[config.mk]
export PLATFORM = sky130hd
export DESIGN_NAME = id_ex_stage
export DESIGN_NICKNAME = d
export VERILOG_FILES = /design/src/rtl/id_ex_stage.sv
export SDC_FILE = /design/constraint.sdc
export NUM_CORES = 1
export LEC_CHECK = 0
export BUFFER_PORTS_ARGS = -buffer_cell sky130_fd_sc_hd__buf_2
export CAP_MARGIN = 10
export CORE_UTILIZATION = 40
export DETAILED_ROUTE_END_ITERATION = 8
export PLACE_DENSITY = 0.71
export SLEW_MARGIN = 10
export SYNTH_ARGS = -nofsm -noshare
export SYNTH_HDL_FRONTEND = slang
export SYNTH_SLANG_ARGS = --single-unit
[constraint.sdc]
create_clock -name clk -period 3.31 [get_ports clk]
set_input_delay 0.331 -clock clk [delete_from_list [all_inputs] [get_ports clk]]
set_output_delay 0.331 -clock clk [all_outputs]
set_load 0.01 [all_outputs]
[src/rtl/id_ex_stage.sv]
// ID/EX pipeline register with operand forwarding and load-use hazard detection.
// Latency: one cycle from decode inputs to every registered output; stall is combinational.
// Backpressure: stall asks fetch/decode to hold for one cycle while a bubble is inserted.
//
// Ports:
//   clk, reset                    clock, asynchronous active-high reset
//   valid_in, flush               decoded instruction present, branch/jump squash
//   rs_in, rt_in, rd_in, imm_in   instruction fields from decode
//   ctrl_in                       {reg_write, mem_read, mem_write, mem_to_reg, alu_src, reg_dst, alu_op[2:0]}
//   read_data1, read_data2        register-file values for rs_in / rt_in
//   exm_*, wb_*                   EX/MEM and WB forwarding sources
//   stall                         load-use hold request (combinational)
//   valid_out, ctrl_out           latched valid and control bundle
//   rs_value, rt_value, imm_ext   forwarded operands and sign-extended immediate
//   rs_out, rt_out, dest_out      latched register numbers and selected destination
module id_ex_stage #(
    parameter int registers_width = 32,
    parameter int memory_depth    = 32,
    localparam int AW             = $clog2(memory_depth)
) (
    input  logic                       clk,
    input  logic                       reset,
    input  logic                       valid_in,
    input  logic                       flush,
    input  logic [AW-1:0]              rs_in,
    input  logic [AW-1:0]              rt_in,
    input  logic [AW-1:0]              rd_in,
    input  logic [15:0]                imm_in,
    input  logic [8:0]                 ctrl_in,
    input  logic [registers_width-1:0] read_data1,
    input  logic [registers_width-1:0] read_data2,
    input  logic                       exm_reg_write,
    input  logic [AW-1:0]              exm_rd,
    input  logic [registers_width-1:0] exm_result,
    input  logic                       wb_reg_write,
    input  logic [AW-1:0]              wb_rd,
    input  logic [registers_width-1:0] wb_data,
    output logic                       stall,
    output logic                       valid_out,
    output logic [registers_width-1:0] rs_value,
    output logic [registers_width-1:0] rt_value,
    output logic [registers_width-1:0] imm_ext,
    output logic [AW-1:0]              rs_out,
    output logic [AW-1:0]              rt_out,
    output logic [AW-1:0]              dest_out,
    output logic [8:0]                 ctrl_out
);

    // Control bundle bit positions
    localparam int REG_WRITE = 8;
    localparam int MEM_READ  = 7;
    localparam int REG_DST   = 3;

    logic [registers_width-1:0] rs_fwd;
    logic [registers_width-1:0] rt_fwd;
    logic [registers_width-1:0] imm_sext;
    logic [AW-1:0]              dest_sel;
    logic                       bubble;

    // Load in EX whose destination is read by the instruction now in decode:
    // the loaded value is not available for forwarding until next cycle.
    always_comb begin
        stall = valid_out && ctrl_out[MEM_READ] && (dest_out != '0) && valid_in &&
                ((dest_out == rs_in) || (dest_out == rt_in));
    end

    // EX/MEM is the younger producer, so it wins over WB. Register 0 is
    // hard-wired and never forwarded.
    always_comb begin
        rs_fwd = read_data1;
        if (exm_reg_write && (exm_rd != '0) && (exm_rd == rs_in))
            rs_fwd = exm_result;
        else if (wb_reg_write && (wb_rd != '0) && (wb_rd == rs_in))
            rs_fwd = wb_data;

        rt_fwd = read_data2;
        if (exm_reg_write && (exm_rd != '0) && (exm_rd == rt_in))
            rt_fwd = exm_result;
        else if (wb_reg_write && (wb_rd != '0) && (wb_rd == rt_in))
            rt_fwd = wb_data;
    end

    // A non-writing instruction reports destination 0 so downstream hazard
    // and forwarding compares never match it.
    always_comb begin
        dest_sel = '0;
        if (ctrl_in[REG_WRITE])
            dest_sel = ctrl_in[REG_DST] ? rd_in : rt_in;
    end

    assign imm_sext = {{(registers_width-16){imm_in[15]}}, imm_in};
    assign bubble   = flush || stall || !valid_in;

    always_ff @(posedge clk or posedge reset) begin
        if (reset) begin
            valid_out <= 1'b0;
            ctrl_out  <= '0;
            dest_out  <= '0;
            rs_out    <= '0;
            rt_out    <= '0;
            rs_value  <= '0;
            rt_value  <= '0;
            imm_ext   <= '0;
        end else if (bubble) begin
            // Bubble kills only the fields that give the slot meaning;
            // operand data is left as-is.
            valid_out <= 1'b0;
            ctrl_out  <= '0;
            dest_out  <= '0;
        end else begin
            valid_out <= 1'b1;
            ctrl_out  <= ctrl_in;
            dest_out  <= dest_sel;
            rs_out    <= rs_in;
            rt_out    <= rt_in;
            rs_value  <= rs_fwd;
            rt_value  <= rt_fwd;
            imm_ext   <= imm_sext;
        end
    end

endmodule

[Word level (Yosys, flattened, before mapping)]
Index checks and enable logic that the tools add are counted.
Word-level totals
  register bits after elaboration: 105
  bits in latches: 0
  memory bits (writable): 0
  ROM bits: 0
  input bits: 184
  output and inout bits: 122
  word-level logic and storage cells: 40
  memories: 0
Operators by class
  add/sub/neg operators: 0
  multipliers: 0
  divide/modulo/power cells: 0
  $lt $le $gt $ge: 0
  equal/unequal tests: 6
  shift-type cells: 0
  multiplexer cells: 9
  bitwise operators: 0
  reductions and logical operators: 17
Operators with widths (count)
  32-bit 2-to-1 mux: 4
  5-bit == test: 6
  5-bit 2-to-1 mux: 3
  5-bit nonzero test: 3
  1-bit logical AND: 10
  9-bit 2-to-1 mux: 1
  1-bit logical OR: 3
  1-bit zero test: 1
  1-bit 2-to-1 mux: 1

[Depth between registers and ports, before layout]
  word-level depth: 7
  gate-level depth with buffers: 7

[Worst setup path before layout]
No wires, ideal clock.
  path type: register to register
  from: reg dest_out[2]
  to: reg imm_ext[0]
  arrival time: 1867 ps
  setup slack: 1315 ps
  stages on the path, launching flop included: 6
  cell sequence: dfrtp_1 > or3_1 > o311a_1 > a21boi_2 > buf_4 > mux2_1
On the way
  cells in the longest elaborated chain, start to end: 6
RTL lines
  start: declaration: RTL line 45  | output logic [AW-1:0] dest_out,
  start signal: assignment: RTL line 113  | dest_out <= dest_sel;
  5-bit nonzero test: RTL line 63  | stall = valid_out && ctrl_out[MEM_READ] && (dest_out != '0) && valid_in &&
  1-bit logical AND (2 in series): RTL line 63
  1-bit logical AND *: RTL line 63
  1-bit logical OR * (2 in series): RTL line 92  | assign bubble = flush || stall || !valid_in;
  end signal: assignment: RTL line 118  | imm_ext <= imm_sext;
  end: declaration: RTL line 42  | output logic [registers_width-1:0] imm_ext,
Mark *: on every way between the ends. The rest lies on a longest branch, timed or not.
A chain may end at the register's enable or synchronous reset.

[Final worst setup path]
  from: in wb_rd[2]
  to: reg rt_value[2]
On the way
  cells in the longest elaborated chain, start to end: 5
RTL lines
  start: declaration: RTL line 36  | input logic [AW-1:0] wb_rd,
  5-bit nonzero test: RTL line 79  | else if (wb_reg_write && (wb_rd != '0) && (wb_rd == rt_in))
  1-bit logical AND: RTL line 79
  1-bit logical AND *: RTL line 79
  32-bit 2-to-1 mux *: RTL line 79
  32-bit 2-to-1 mux *: RTL line 77  | if (exm_reg_write && (exm_rd != '0) && (exm_rd == rt_in))
  end signal: assignment: RTL line 117  | rt_value <= rt_fwd;
  end: declaration: RTL line 41  | output logic [registers_width-1:0] rt_value,
Marked as above.

==> summary.md <==
| Metric | Value |
|---|---|
| Status | `complete, no violations` |
| Setup repair bufs after CTS | `0` |
| Row count | `45` |
| Most common cell in the netlist | `dfrtp_1` |
| Worst Path Arrival | `2670 ps` |
| GPL Wtd Cong | `0.855` |
| Worst-path maximum fanout | `32` |
| Area grow syn2layout | `28.5%` |
| Remaining DRCs | `0` |
| Largest net degree at the start of global routing | `68` |
| Reg clk slew, reported paths | `80 ps` |
| Cts hold-fix bufs | `0` |
| PostCTS Resize Cnt | `0` |
| Post-layout nets | `1,044` |
| Post-Syn Nets | `792` |
| Netlist cell types | `35` |
| RSZ-0062 raised after global routing | `false` |
| I/O Pins | `306` |
| IO buf count | `305` |
| Worst min-delay path class | `in -> async` |
| Core area | `about 15,000 µm²` |
| WP data required | `3500 ps` |
| Initial Utilization | `roughly two fifths` |
| Total number of vias | `6,370` |
| Worst vdd ir | `335 µV` |
| Hold slack final | `63.1 ps` |
| Max Cap Viol | `0` |
| Setup crit start kind | `input pin` |
| LEAKAGE | `between 0.004 and 0.005 µW` |
| Layout Skew | `7.37 ps` |
| ANT cells | `0` |
| DP HPWL | `15.1 mm` |
| First-pass GRT wire length | `33.5 mm` |
| Final hold vios | `0` |
| Slew Limit Fails | `0` |
| Initial antenna violation count | `2` |
| EDFF count, synth | `0` |
| Multi-input logic area | `2980 µm²` |
| Via/cell ratio | `between 5 and 6` |
| Synth Instances | `slightly above 600` |
| Main flop type after synthesis | `dfrtp_1` |
| Gr usage total | `27.0%` |
| Crit path cell chain | `buf_2, or4_1, o21a_2, nand3_2, a221oi_1, o32ai_1` |
| Fmax | `403 MHz` |
| Slowest CP cell | `nand3_2` |
| Clk buf depth | `2` |
| Drt first pass iters | `5` |
| Post-Place Cells | `1,060` |
| Flops & latches, synth | `105` |
| Non-Filler Instances | `1,076` |
| Clock Latency Late Sink | `350 ps` |
| Tcrit/Tclk final | `75.0%` |
| Remaining global-route overflow | `0` |
| Synth area leaders | `dfrtp_1 42%, a221oi_1 7.5%, o32ai_1 7.2%` |
| Slew @ Worst Pin | `869 ps` |
| Die Wd | `between 100 and 150 µm` |
| Setup TNS | `0 ps` |
| Detailed Route WL | `22.2 mm` |
| Number of buffers created by CTS | `9` |
| Mapped Area | `6290 µm²` |
| Share of flip-flops with an asynchronous set or reset | `100%` |
| Clock Sinks | `between 100 and 150` |
| Routed wire length per instance | `about 21 µm` |
| Die Span Y | `127 µm` |
| Synth warn | `0` |
| Number of global-route vias before repair | `6,105` |
| Seq. cell area | `2630 µm²` |
| Share of layout cells above drive strength 1 | `43.8%` |
| Final setup fails | `0` |
| Commonest cells in the netlist | `105 x dfrtp_1, 70 x and3_1, 65 x inv_1` |
| CP Class | `in -> reg` |
| Post-Syn Area per Cell | `just over 10 µm²` |
| Largest area contributor in the netlist | `dfrtp_1` |
| DIE AREA | `between 15,000 and 20,000 µm²` |
| CTS tree | `done` |
| Slew headroom | `42.1%` |
| Root Buffer | `clkbuf_16` |
| Post-route ant nets | `0` |
| H-tree depth | `3` |
| Max stage delay on crit path | `slightly above 800 ps` |
| Sequential-to-total area share from yosys stat | `41.8%` |
| DR iter-0 viols | `468` |
| Minimum clock period after layout | `2480 ps` |
| Element type at the critical path end | `register` |
| PwrDens | `between 400 and 500 nW/µm²` |
| Synth top area share | `41.8%` |
| Fillers | `1,458` |
[per-layer routing]
metal	wire length (µm)	GRT usage, %	vias up
met5	23	0	-
met4	783	10.9	4
met3	2250	7.24	76
met2	10500	43.8	494
met1	8640	34.1	3002
li1	-	-	2794
[registers in the layout (all words and copies together), names as in the netlist]
signal,flops
ctrl_out,9
rt_value,32
valid_out,1
rt_out,5
rs_out,5
imm_ext,16
rs_value,32
dest_out,5
[layout by cell type (no fill, tap or decap), drive strengths merged, types with 2 or more instances in the layout]
master / Yosys / layout
o21ai: 60 / 60
mux2: 31 / 31
nand2: 4 / 4
clkbuf: 24 / 9
nor2: 2 / 2
clkinv: 0 / 2
o41ai: 5 / 5
nand3: 6 / 6
nor3: 4 / 4
xnor2: 20 / 20
inv: 65 / 69
and3: 70 / 70
xor2: 10 / 10
a221oi: 64 / 64
or3: 3 / 3
o32ai: 64 / 64
dfrtp: 105 / 105
buf: 54 / 319
or4: 2 / 2
and2: 10 / 10
[worst paths after layout]
kind,cells after the start,endpoint,startpoint,slack [ps]
min in group clk,2,ctrl_out[4]$_DFF_PP0_,ctrl_in[4],170
worst min-delay path,2,imm_ext[4]$_DFFE_PP0N_,reset,60
max in group asynchronous,3,rs_value[25]$_DFFE_PP0N_,reset,2480
worst min register to register,1,imm_ext[14]$_DFFE_PP0N_,imm_ext[14]$_DFFE_PP0N_,490
worst max register to register,5,rs_value[15]$_DFFE_PP0N_,dest_out[2]$_DFF_PP0_,830
worst max-delay path,6,rt_value[2]$_DFFE_PP0N_,wb_rd[2],830
[final cells by class]
cell class                 instances  area share, %
timing repair buffer             319           20.5
clock inverter                     7           1.04
sequential                       105           32.5
tap                              211           3.27
inverter                          65           3.05
multi-input combinational        360           36.8
clock buffer                       9           2.79
[critical path, delay by kind of cell]
kind	cells	cell delay, ps
buffers and inverters	1	120
AND/OR/NAND/NOR	2	940
AO/OA/AOI/OAI	3	1240
[power by group]
group | switching [µW] | total (µW) | internal (µW)
Combinational | 525 | 930 | 405
Sequential | 96.4 | 1540 | 1450
Clock | 535 | 1140 | 604
[cell families (layout without fill, tap and decap cells)]
logic type	after synthesis	count (layout)	share of synthesized area, %
AO/OA/AOI/OAI	197	197	26.5
XOR/XNOR	30	30	4.18
buffers and inverters	143	400	11.6
flip-flops	105	105	41.8
multiplexers	31	31	5.55
AND/OR/NAND/NOR	102	102	10.4
[through the flow]
stage / setup slack, ps / area, µm² / power (µW) / util, %
global route: 727 / 8080 / 3790 / 52.9
CTS: 870 / 8080 / 3640 / 52.9
detailed placement: 478 / 7770 / 2490 / 50.9
finish: 828 / 8080 / 3610 / 52.9
floorplan: 218 / 6290 / 2070 / -
global placement: 525 / 7770 / 2480 / 50.9
(Power assumes the default switching activity.)
